**config.mk**
```make
export PLATFORM = sky130hd
export DESIGN_NAME = fifo_sync_ext_flat
export DESIGN_NICKNAME = d
export VERILOG_FILES = /design/src/rtl/fifo_pkg.sv /design/src/rtl/fifo_sync_ext_if.sv /design/src/rtl/bram.sv /design/src/rtl/fifo_sync_ext.sv /design/src/flat_wrapper.sv
export SDC_FILE = /design/constraint.sdc
export NUM_CORES = 1
export LEC_CHECK = 0
export CORE_ASPECT_RATIO = 1.75
export CORE_MARGIN = 2
export CORE_UTILIZATION = 37
export DETAILED_ROUTE_END_ITERATION = 8
export PLACE_DENSITY_LB_ADDON = 0.12
export SLEW_MARGIN = 20
export SYNTH_ARGS = -nofsm -noshare
export SYNTH_HDL_FRONTEND = slang
export SYNTH_SLANG_ARGS = --single-unit
```
**constraint.sdc**
```tcl
create_clock -name clk -period 5.1 [get_ports clk]
set_clock_uncertainty 0.15 [all_clocks]
set_input_delay 0.51 -clock clk [delete_from_list [all_inputs] [get_ports clk]]
set_output_delay 0.51 -clock clk [all_outputs]
set_load 0.01 [all_outputs]
```
**src/rtl/fifo_pkg.sv**
```systemverilog
// rtl/fifo_pkg.sv - shared constants and pointer helper for fifo_sync_ext
// Purpose: mode selectors for the FWFT parameter and the wrapping pointer
//          increment used by the FIFO read and write pointers.
// Ports:   none (package).
package fifo_pkg;

  localparam int FIFO_STD  = 0;
  localparam int FIFO_FWFT = 1;

  // Pointers live in 0..depth-1 and wrap explicitly, so non-power-of-2
  // depths never depend on binary rollover.
  function automatic logic [31:0] next_ptr(input logic [31:0] ptr, input int unsigned depth);
    return (ptr == depth - 1) ? 32'd0 : ptr + 32'd1;
  endfunction

endpackage

```
**src/rtl/fifo_sync_ext_if.sv**
```systemverilog
// rtl/fifo_sync_ext_if.sv - push/pop/status bundle of fifo_sync_ext
// Purpose: groups the FIFO data handshake, status and error signals.
// Ports:   none; modport slave is the FIFO side, modport master the user side.
interface fifo_sync_ext_if #(
  parameter int DEPTH = 32,
  parameter int WIDTH = 8,
  parameter int CW    = $clog2(DEPTH + 1)
) ();

  logic             write_en;
  logic [WIDTH-1:0] write_data;
  logic             read_en;
  logic [WIDTH-1:0] read_data;
  logic             read_valid;
  logic             full;
  logic             empty;
  logic             almost_full;
  logic             almost_empty;
  logic [CW-1:0]    count;
  logic [CW-1:0]    af_level;
  logic [CW-1:0]    ae_level;
  logic             overflow;
  logic             underflow;
  logic             err_clear;

  modport slave (
    input  write_en, write_data, read_en, af_level, ae_level, err_clear,
    output read_data, read_valid, full, empty, almost_full, almost_empty,
           count, overflow, underflow
  );

  modport master (
    output write_en, write_data, read_en, af_level, ae_level, err_clear,
    input  read_data, read_valid, full, empty, almost_full, almost_empty,
           count, overflow, underflow
  );

endinterface

```
**src/rtl/bram.sv**
```systemverilog
// rtl/bram.sv - simple dual-port RAM, registered read, 1-cycle latency
// Purpose: backing store for fifo_sync_ext.
// Ports:   clock; w_en/write_addr/write_data write port;
//          r_en/read_addr read port; read_data holds while r_en is low.
module bram #(
  parameter int DEPTH = 32,
  parameter int WIDTH = 8,
  parameter int AW    = 5
) (
  input  logic             clock,
  input  logic             w_en,
  input  logic             r_en,
  input  logic [WIDTH-1:0] write_data,
  input  logic [AW-1:0]    write_addr,
  input  logic [AW-1:0]    read_addr,
  output logic [WIDTH-1:0] read_data
);

  logic [WIDTH-1:0] mem [DEPTH];

  always_ff @(posedge clock) begin
    if (w_en) mem[write_addr] <= write_data;
    if (r_en) read_data <= mem[read_addr];
  end

endmodule

```
**src/rtl/fifo_sync_ext.sv**
```systemverilog
// rtl/fifo_sync_ext.sv - synchronous FIFO with optional FWFT output stage
// Purpose: BRAM-backed FIFO with run-time almost thresholds, occupancy and
//          sticky overflow/underflow flags.
// Ports:   clk, reset (sync, active-high); bus (fifo_sync_ext_if.slave)
//          carrying push, pop, status, thresholds and error signals.
module fifo_sync_ext
  import fifo_pkg::*;
#(
  parameter int DEPTH = 32,
  parameter int WIDTH = 8,
  parameter int FWFT  = FIFO_STD,
  parameter int CW    = $clog2(DEPTH + 1)
) (
  input logic             clk,
  input logic             reset,
  fifo_sync_ext_if.slave  bus
);

  localparam int AW = $clog2(DEPTH);

  logic [AW-1:0]    wr_ptr_q, wr_ptr_d, rd_ptr_q, rd_ptr_d;
  logic [CW-1:0]    count_q, count_d;
  logic             overflow_q, overflow_d, underflow_q, underflow_d;
  logic             full, empty, push_ok, pop_ok, bram_ren;
  logic [WIDTH-1:0] bram_rdata;

  assign full    = (count_q == CW'(DEPTH));
  assign push_ok = bus.write_en && !full;
  assign pop_ok  = bus.read_en && !empty;

  always_comb begin
    wr_ptr_d    = wr_ptr_q;
    rd_ptr_d    = rd_ptr_q;
    count_d     = count_q;
    overflow_d  = overflow_q;
    underflow_d = underflow_q;
    if (push_ok)  wr_ptr_d = AW'(next_ptr(32'(wr_ptr_q), DEPTH));
    if (bram_ren) rd_ptr_d = AW'(next_ptr(32'(rd_ptr_q), DEPTH));
    if (push_ok && !pop_ok)      count_d = count_q + CW'(1);
    else if (pop_ok && !push_ok) count_d = count_q - CW'(1);
    if (bus.write_en && full)  overflow_d  = 1'b1;
    if (bus.read_en && empty)  underflow_d = 1'b1;
    // Clearing wins over an error raised in the same cycle.
    if (bus.err_clear) begin
      overflow_d  = 1'b0;
      underflow_d = 1'b0;
    end
  end

  always_ff @(posedge clk) begin
    if (reset) begin
      wr_ptr_q    <= '0;
      rd_ptr_q    <= '0;
      count_q     <= '0;
      overflow_q  <= 1'b0;
      underflow_q <= 1'b0;
    end else begin
      wr_ptr_q    <= wr_ptr_d;
      rd_ptr_q    <= rd_ptr_d;
      count_q     <= count_d;
      overflow_q  <= overflow_d;
      underflow_q <= underflow_d;
    end
  end

  bram #(.DEPTH(DEPTH), .WIDTH(WIDTH), .AW(AW)) u_bram (
    .clock      (clk),
    .w_en       (push_ok),
    .r_en       (bram_ren),
    .write_data (bus.write_data),
    .write_addr (wr_ptr_q),
    .read_addr  (rd_ptr_q),
    .read_data  (bram_rdata)
  );

  if (FWFT == FIFO_FWFT) begin : g_fwft
    // The BRAM read register acts as the prefetch stage; out_q is the head.
    logic             pf_valid_q, pf_valid_d, out_valid_q, out_valid_d;
    logic [WIDTH-1:0] out_q, out_d;
    logic [CW-1:0]    bram_cnt;
    logic             pf_move;

    // Words still in BRAM; a word pushed this cycle is not fetchable until
    // next cycle, which keeps read and write addresses apart.
    assign bram_cnt = count_q - CW'(pf_valid_q) - CW'(out_valid_q);
    assign pf_move  = pf_valid_q && (!out_valid_q || pop_ok);
    assign bram_ren = (bram_cnt != '0) && (!pf_valid_q || pf_move);
    assign empty    = !out_valid_q;

    always_comb begin
      out_d       = out_q;
      out_valid_d = out_valid_q;
      pf_valid_d  = pf_valid_q;
      if (pf_move) begin
        out_d       = bram_rdata;
        out_valid_d = 1'b1;
      end else if (pop_ok) begin
        out_valid_d = 1'b0;
      end
      if (bram_ren)     pf_valid_d = 1'b1;
      else if (pf_move) pf_valid_d = 1'b0;
    end

    always_ff @(posedge clk) begin
      if (reset) begin
        out_q       <= '0;
        out_valid_q <= 1'b0;
        pf_valid_q  <= 1'b0;
      end else begin
        out_q       <= out_d;
        out_valid_q <= out_valid_d;
        pf_valid_q  <= pf_valid_d;
      end
    end

    assign bus.read_data  = out_q;
    assign bus.read_valid = out_valid_q;
  end else begin : g_std
    logic             rd_pend_q, read_valid_q;
    logic [WIDTH-1:0] read_data_q;

    assign empty    = (count_q == '0);
    assign bram_ren = pop_ok;

    // BRAM output is re-registered so read_data has a reset value and holds.
    always_ff @(posedge clk) begin
      if (reset) begin
        rd_pend_q    <= 1'b0;
        read_valid_q <= 1'b0;
        read_data_q  <= '0;
      end else begin
        rd_pend_q    <= pop_ok;
        read_valid_q <= rd_pend_q;
        if (rd_pend_q) read_data_q <= bram_rdata;
      end
    end

    assign bus.read_data  = read_data_q;
    assign bus.read_valid = read_valid_q;
  end

  assign bus.full         = full;
  assign bus.empty        = empty;
  assign bus.count        = count_q;
  assign bus.almost_full  = (count_q >= bus.af_level);
  assign bus.almost_empty = (count_q <= bus.ae_level);
  assign bus.overflow     = overflow_q;
  assign bus.underflow    = underflow_q;

endmodule
```
**src/flat_wrapper.sv**
```systemverilog
// flat-port wrapper written by rule: the top's interface ports become plain ports
module fifo_sync_ext_flat import fifo_pkg::*;
#(
  parameter int DEPTH = 32,
  parameter int WIDTH = 8,
  parameter int FWFT  = FIFO_STD,
  parameter int CW    = $clog2(DEPTH + 1)
)
  (clk, reset, bus_write_en, bus_write_data, bus_read_en, bus_af_level, bus_ae_level, bus_err_clear, bus_read_data, bus_read_valid, bus_full, bus_empty, bus_almost_full, bus_almost_empty, bus_count, bus_overflow, bus_underflow);
  fifo_sync_ext_if #(.DEPTH(DEPTH), .WIDTH(WIDTH), .CW(CW)) bus_i ();
  input logic clk;
  input logic reset;
  input wire logic [$bits(bus_i.write_en)-1:0] bus_write_en;
  input wire logic [$bits(bus_i.write_data)-1:0] bus_write_data;
  input wire logic [$bits(bus_i.read_en)-1:0] bus_read_en;
  input wire logic [$bits(bus_i.af_level)-1:0] bus_af_level;
  input wire logic [$bits(bus_i.ae_level)-1:0] bus_ae_level;
  input wire logic [$bits(bus_i.err_clear)-1:0] bus_err_clear;
  output wire logic [$bits(bus_i.read_data)-1:0] bus_read_data;
  output wire logic [$bits(bus_i.read_valid)-1:0] bus_read_valid;
  output wire logic [$bits(bus_i.full)-1:0] bus_full;
  output wire logic [$bits(bus_i.empty)-1:0] bus_empty;
  output wire logic [$bits(bus_i.almost_full)-1:0] bus_almost_full;
  output wire logic [$bits(bus_i.almost_empty)-1:0] bus_almost_empty;
  output wire logic [$bits(bus_i.count)-1:0] bus_count;
  output wire logic [$bits(bus_i.overflow)-1:0] bus_overflow;
  output wire logic [$bits(bus_i.underflow)-1:0] bus_underflow;
  assign bus_i.write_en = bus_write_en;
  assign bus_i.write_data = bus_write_data;
  assign bus_i.read_en = bus_read_en;
  assign bus_i.af_level = bus_af_level;
  assign bus_i.ae_level = bus_ae_level;
  assign bus_i.err_clear = bus_err_clear;
  assign bus_read_data = bus_i.read_data;
  assign bus_read_valid = bus_i.read_valid;
  assign bus_full = bus_i.full;
  assign bus_empty = bus_i.empty;
  assign bus_almost_full = bus_i.almost_full;
  assign bus_almost_empty = bus_i.almost_empty;
  assign bus_count = bus_i.count;
  assign bus_overflow = bus_i.overflow;
  assign bus_underflow = bus_i.underflow;
  fifo_sync_ext #(.DEPTH(DEPTH), .WIDTH(WIDTH), .FWFT(FWFT), .CW(CW)) u_core (.clk(clk), .reset(reset), .bus(bus_i));
endmodule
```
==> impl_results.md, run 1 <==
- Status: complete, no violations
- Routed Wire Length: 27400 um
- I/O pins: 46
- Number of distinct library cells after synthesis: 46
- Pwr Density: 440 nW/um2
- Synth Register Bits: 292
- Max clock buf depth: 3
- Post-route minimum period: between 3000 and 4000 ps
- Clock share of power: 34.4%
- Dpl ws: 1550 ps
- Synthesis-to-layout area growth: 15.0%
- Diodes inserted: 0
- Post-Syn Nets: 725
- Placer Congestion: 0.791
- Floorplan row count: 86
- Largest cells by area after synthesis: edfxtp_1 67%, mux4_2 9.1%, dfxtp_1 4.7%
- Setup TNS Final: 0 ps
- Synth top cells by count: 264 x edfxtp_1, 56 x nor2_1, 48 x mux4_2
- Initial antenna violation count: 0
- Clock slew at reported path FFs: 60 ps
- Critical Path RT: ~5400 ps
- Most frequent CP cell: ha_1
- Combinational share of power: 17.8%
- Vias: 6133
- CTS tree: built
- P_leak: ~4.4 nW
- Worst VDD drop: 0.258 mV
- Mapped cell area: 11800 um2
- Drt drc: 0
- CP peak stage delay: 640 ps
- Port buffer count: 45
- Flop pwr share: 47.8%
- Post-CTS Repair Setup Buffers: 0
- Max-cap violations: 0
- Die width: roughly 140 um
- Placeable Area: about 32000 um2
- Dominant synthesized flop cell: edfxtp_1
- First-pass GRT wire length: slightly above 40000 um
- Crit-path cells: or4_4 -> o31ai_2 -> ha_1 -> inv_1 -> ha_1 -> and3_1 -> a2111oi_0 -> o22ai_1 -> nand3_1
- FF-to-FF Start: u_core.bus.count[1]
- H-tree levels: 1
- Period utilization: ~70%
- RSZ-0062 raised after global routing: no
- Final hold viol count: 0
- Slew HR: 35.3%
- Cell taking the most area after synthesis: edfxtp_1
- Die height: 241 um
- Slew Viols, Final: 0
- Drt first-iter violations: approximately 480
- Warnings from Yosys: 0
- Async S/R FF share, synth: 0%
- Reg-to-reg slack, setup: about 1600 ps
- Worst Path Max Fanout: 11
- TritonCTS Sinks: 292
- Setup violators final: 0
- Switch share: 25.5%
- Crit. Startpoint: u_core.bus.count[1]
- Layout cell share with drive strength beyond 1: 15.7%
- Post-synthesis sequential area ratio: 71.7%
- CTS Hold Bufs: 0
- Syn_area_per_cell: 17.6 um2
- Crit path kind: reg -> reg
- Placed cells: 1094
- Net Sw Power: ~1.5 mW
- Avg WL per Cell: 24.1 um
- Arr. time, crit path: 3870 ps
- Post-route antenna net violation count: 0
- Min Hold Slack: between 300 and 400 ps
- Yosys top cell area share: 67.0%
- Cts bufs inserted: 27
- Crit end category: flip-flop
- Final cell count without fillers: 1141
- Worst setup SP type: flip-flop
- Drt first pass iters: 5
- CP max-delay cell: o31ai_2
- Die footprint: 33500 um2
- Tightest Pin Transition: 966 ps
- CTS Root Buffer Type: clkbuf_16
- Initial Utilization: between 30% and 40%
- Vias in the first global route: approximately 6600
- Global route overflow: 0
- Clk_lat worst skew: 540 ps
- Count leader, synth: edfxtp_1
- Final #Nets: 778
- Via-to-Cell Ratio: 5.38
- Largest net degree at the start of global routing: 43
- HP Start: u_core.u_bram.read_data[4]
- Fmax: 0.282 GHz
- EDFF count, synth: 264
- HPWL after detailed placement: 18100 um
- GRT Resource Usage Total: roughly 17%
- HP Class: reg -> reg
- Post_cts resized: 0
- Worst Slack Setup Final: 1560 ps
- Synthesized instance count: 674
- Int Pwr: 4.47 mW
area by class of cell:
cell class	count	area [um2]
clock buffers	32	694
multi-input cells	328	3100
clock inverters	15	201
fillers	2771	17900
repair buffers	59	558
flip-flops and latches	292	8490
well taps	396	495
inverters	19	73.8
critical path: cells and delay by family, from the launching register on:
kind	cells	cell delay, ps
compound gates	3	1180
fa+ha+maj	2	710
buf+inv	1	180
flops	1	380
simple gates	3	890
power by group through the flow:
stage,logic [mW],registers (mW),clock network [mW]
2_1_floorplan,0.809,2.82,0
3_3_place_gp,1.07,2.93,0
3_5_place_dp,1.08,2.93,0
4_1_cts,1.09,2.88,2.12
5_1_grt,1.17,2.89,2.21
6_report,1.06,2.87,2.06
sequential cells by signal, indices dropped and copies added, names as in the netlist:
register and flops:
u_core.bus.count 6, u_core.bus.overflow 1, u_core.bus.read_data 8, u_core.bus.read_valid 1, u_core.bus.underflow 1, u_core.g_std.rd_pend_q 1
u_core.rd_ptr_q 5, u_core.u_bram.mem 256, u_core.u_bram.read_data 8, u_core.wr_ptr_q 5
cell usage in the layout, fill, tap and decap left out, drive strengths merged, types with 6 or more instances in the layout:
cell | synthesis | final
o221ai | 9 | 9
mux4 | 48 | 48
mux2i | 42 | 42
buf | 15 | 16
a21oi | 23 | 23
inv | 19 | 19
a22oi | 24 | 24
clkdlybuf4s50 | 0 | 43
nor3 | 8 | 8
ha | 25 | 25
clkbuf | 20 | 32
nor2 | 56 | 56
o22ai | 9 | 9
a211oi | 9 | 9
edfxtp | 264 | 264
nor2b | 6 | 6
nand2 | 16 | 16
clkinv | 0 | 8
dfxtp | 28 | 28
metal layers:
layer	vias up	part of all wire, %	global-route usage [%]
met4	0	3.9	6.67
met5	-	0	0
met3	49	3.1	2.00
met1	3169	37	18.3
li1	2786	-	-
met2	129	56	32.7
final timing paths:
| kind | cells past startpoint | end |
|---|---|---|
| worst min-delay path | 2 | u_core.bus.read_data[4] |
| worst max-delay path | 9 | u_core.bus.count[5] |
| worst max register to register | 9 | u_core.bus.count[5] |
| worst min register to register | 2 | u_core.bus.read_data[4] |
cells by family after synthesis:
kind of cell / synth area share (%)
simple gates: 4.98
xor+xnor: 0.148
flops: 71.7
mux: 12.7
fa+ha+maj: 2.81
buf+inv: 2.09
compound gates: 5.54
metrics by stage:
stage	utilization [%]	cell area [um2]	total power [mW]
detailed placement	40.4	12700	4.01
global route	43.2	13600	6.27
finish	43.2	13600	6.00
floorplan	-	11800	3.63
CTS	43.2	13600	6.08
global placement	40.4	12700	3.99
Power figures use the tool's default switching activity.
==> run 2: changes to the inputs <==
Clock period 5.1 ns to 3.5 ns, I/O delays scaled along.
==> impl_results.md, run 2 (same netlist as run 1, synthesis figures left out) <==
- Cts bufs inserted: 27
- Arr. time, crit path: 3620 ps
- Vias: just over 6000
- Status: complete, no violations
- Fmax: 0.303 GHz
- Via-to-Cell Ratio: 5.33
- Layout cell share with drive strength beyond 1: 18.2%
- Largest net degree at the start of global routing: 54
- P_leak: 4.49 nW
- Die footprint: 33500 um2
- Avg WL per Cell: 23.6 um
- HP Class: in -> reg
- Port buffer count: 45
- Die height: 241 um
- Clk_lat worst skew: 540 ps
- Initial Utilization: 37.5%
- Largest Register: u_core.u_bram.mem
- CP peak stage delay: approximately 600 ps
- Vias in the first global route: slightly below 7000
- Clock slew at reported path FFs: 70 ps
- Max-cap violations: 0
- Global route overflow: 0
- GRT Resource Usage Total: between 10% and 20%
- Worst setup SP type: flip-flop
- H-tree levels: 1
- Most frequent CP cell: ha_1
- First-pass GRT wire length: between 40000 and 50000 um
- Drt first-iter violations: 357
- Critical Path RT: between 3000 and 4000 ps
- Max clock buf depth: 3
- CP max-delay cell: or4_4
- Post-route minimum period: 3300 ps
- Floorplan row count: 86
- HPWL after detailed placement: roughly 19000 um
- Placeable Area: about 32000 um2
- Setup TNS Final: 0 ps
- Most common cell after layout, fill and taps aside: edfxtp_1
- Final hold viol count: 0
- Sequential Area: 8490 um2
- Post-route antenna net violation count: 0
- Slew Viols, Final: 0
- TritonCTS Sinks: 292
- Pwr Density: 624 nW/um2
- DP Area: 12900 um2
- Routed Wire Length: 27500 um
- Drt first pass iters: 4
- Crit-path leading delay family: compound AO/OA/AOI/OAI gates
- Worst VDD drop: 0.481 mV
- CTS Root Buffer Type: clkbuf_16
- Tightest Pin Transition: 847 ps
- Synthesis-to-layout area growth: 16.1%
- Diodes inserted: 0
- Drt drc: 0
- RSZ-0062 raised after global routing: no
- I/O pins: 46
- Top Registers: u_core.u_bram.mem x256, u_core.bus.read_data x8, u_core.u_bram.read_data x8
- Crit path kind: reg -> reg
- Fillers: 2768
- Period utilization: 94.2%
- Final #Nets: 806
- CP Buf/Inv Count: 2
- Final design area excluding fillers: between 10000 and 15000 um2
- Multi-input logic area: 3100 um2
- Most frequent cells in the layout: 264 x edfxtp_1, 56 x nor2_1, 48 x mux4_2
- Max reg flops: 256
- Die width: around 140 um
- Slew HR: 43.3%
- CTS Hold Bufs: 0
- Placer Congestion: 0.823
- Crit-path cells: or4_4 -> o31ai_4 -> inv_4 -> ha_1 -> inv_2 -> ha_1 -> and3_1 -> a2111oi_1 -> o22ai_1 -> nand3_1
- Setup violators final: 0
- Initial antenna violation count: 0
- Pwr Total: 8.57 mW
- CTS tree: built
- Worst Path Max Fanout: 7
- Crit end category: flip-flop
==> run 2: cell count changes in the layout (fill, tap and decap cells not counted) <==
cell | before | now
clkinvlp_4 | 2 | 1
a2111oi_1 | 0 | 1
clkdlybuf4s50_1 | 43 | 44
a2111oi_0 | 1 | 0
clkinv_2 | 5 | 4
inv_2 | 0 | 1
bufinv_16 | 5 | 1
clkinv_1 | 3 | 6
buf_16 | 0 | 1
buf_2 | 2 | 1
inv_1 | 18 | 17
clkinv_4 | 0 | 1
buf_4 | 13 | 40
==> run 2: through the flow <==
step | hold slack (ps) | worst slack, ps | util, % | instances
6_report | 200 | 203 | 43.6 | 1167
4_1_cts | 223 | 77.5 | 43.4 | 1164
5_1_grt | 230 | 54.4 | 43.6 | 1167
3_5_place_dp | 331 | 95.1 | 41.0 | 1119
2_1_floorplan | 279 | 472 | - | 674
3_3_place_gp | 327 | 180 | 41.0 | 1119
==> run 2: final cells by class <==
class	instances	share of cell area, %
Timing Repair Buffer	87	5.77
Multi-Input combinational cell	328	22.6
Inverter	19	0.537
Clock inverter	13	0.647
Sequential cell	292	61.8
Tap cell	396	3.61
Clock buffer	32	5.06
==> run 2: final timing paths <==
check | start | to | slack (ps) | cells after the start
worst min-delay path | bus_write_data[2] | u_core.u_bram.mem[12][2] | 200 | 1
worst max register to register | u_core.bus.count[0] | u_core.bus.count[5] | 200 | 10
worst max-delay path | u_core.bus.count[0] | u_core.bus.count[5] | 200 | 10
worst min register to register | u_core.u_bram.read_data[7] | u_core.bus.read_data[7] | 350 | 2
==> run 2: worst reg2reg max path, delay by kind of cell (launching register included) <==
family / cells / cell delay (ps)
fa+ha+maj: 2 / 550
buf+inv: 2 / 290
flops: 1 / 360
compound gates: 3 / 970
simple gates: 3 / 920
==> run 2: per-layer routing <==
| metal | vias up | part of all wire, % | global-route usage [%] |
|---|---|---|---|
| li1 | 2854 | - | - |
| met1 | 3167 | 35 | 17.1 |
| met2 | 140 | 58 | 33.8 |
| met3 | 56 | 3.4 | 2.06 |
| met4 | 0 | 3.9 | 6.92 |
| met5 | - | 0 | 0 |
==> run 2: power breakdown <==
group	internal (mW)	total, mW	switching (mW)
combinational	0.855	1.80	0.943
sequential	3.95	4.06	0.112
clock	1.48	2.71	1.24
==> run 2: what timing repair did <==
action,4_1_cts,5_1_grt
hold endpoints to repair,0,0
resized for setup,0,2
setup endpoints to repair,0,2
buffers inserted,0,2
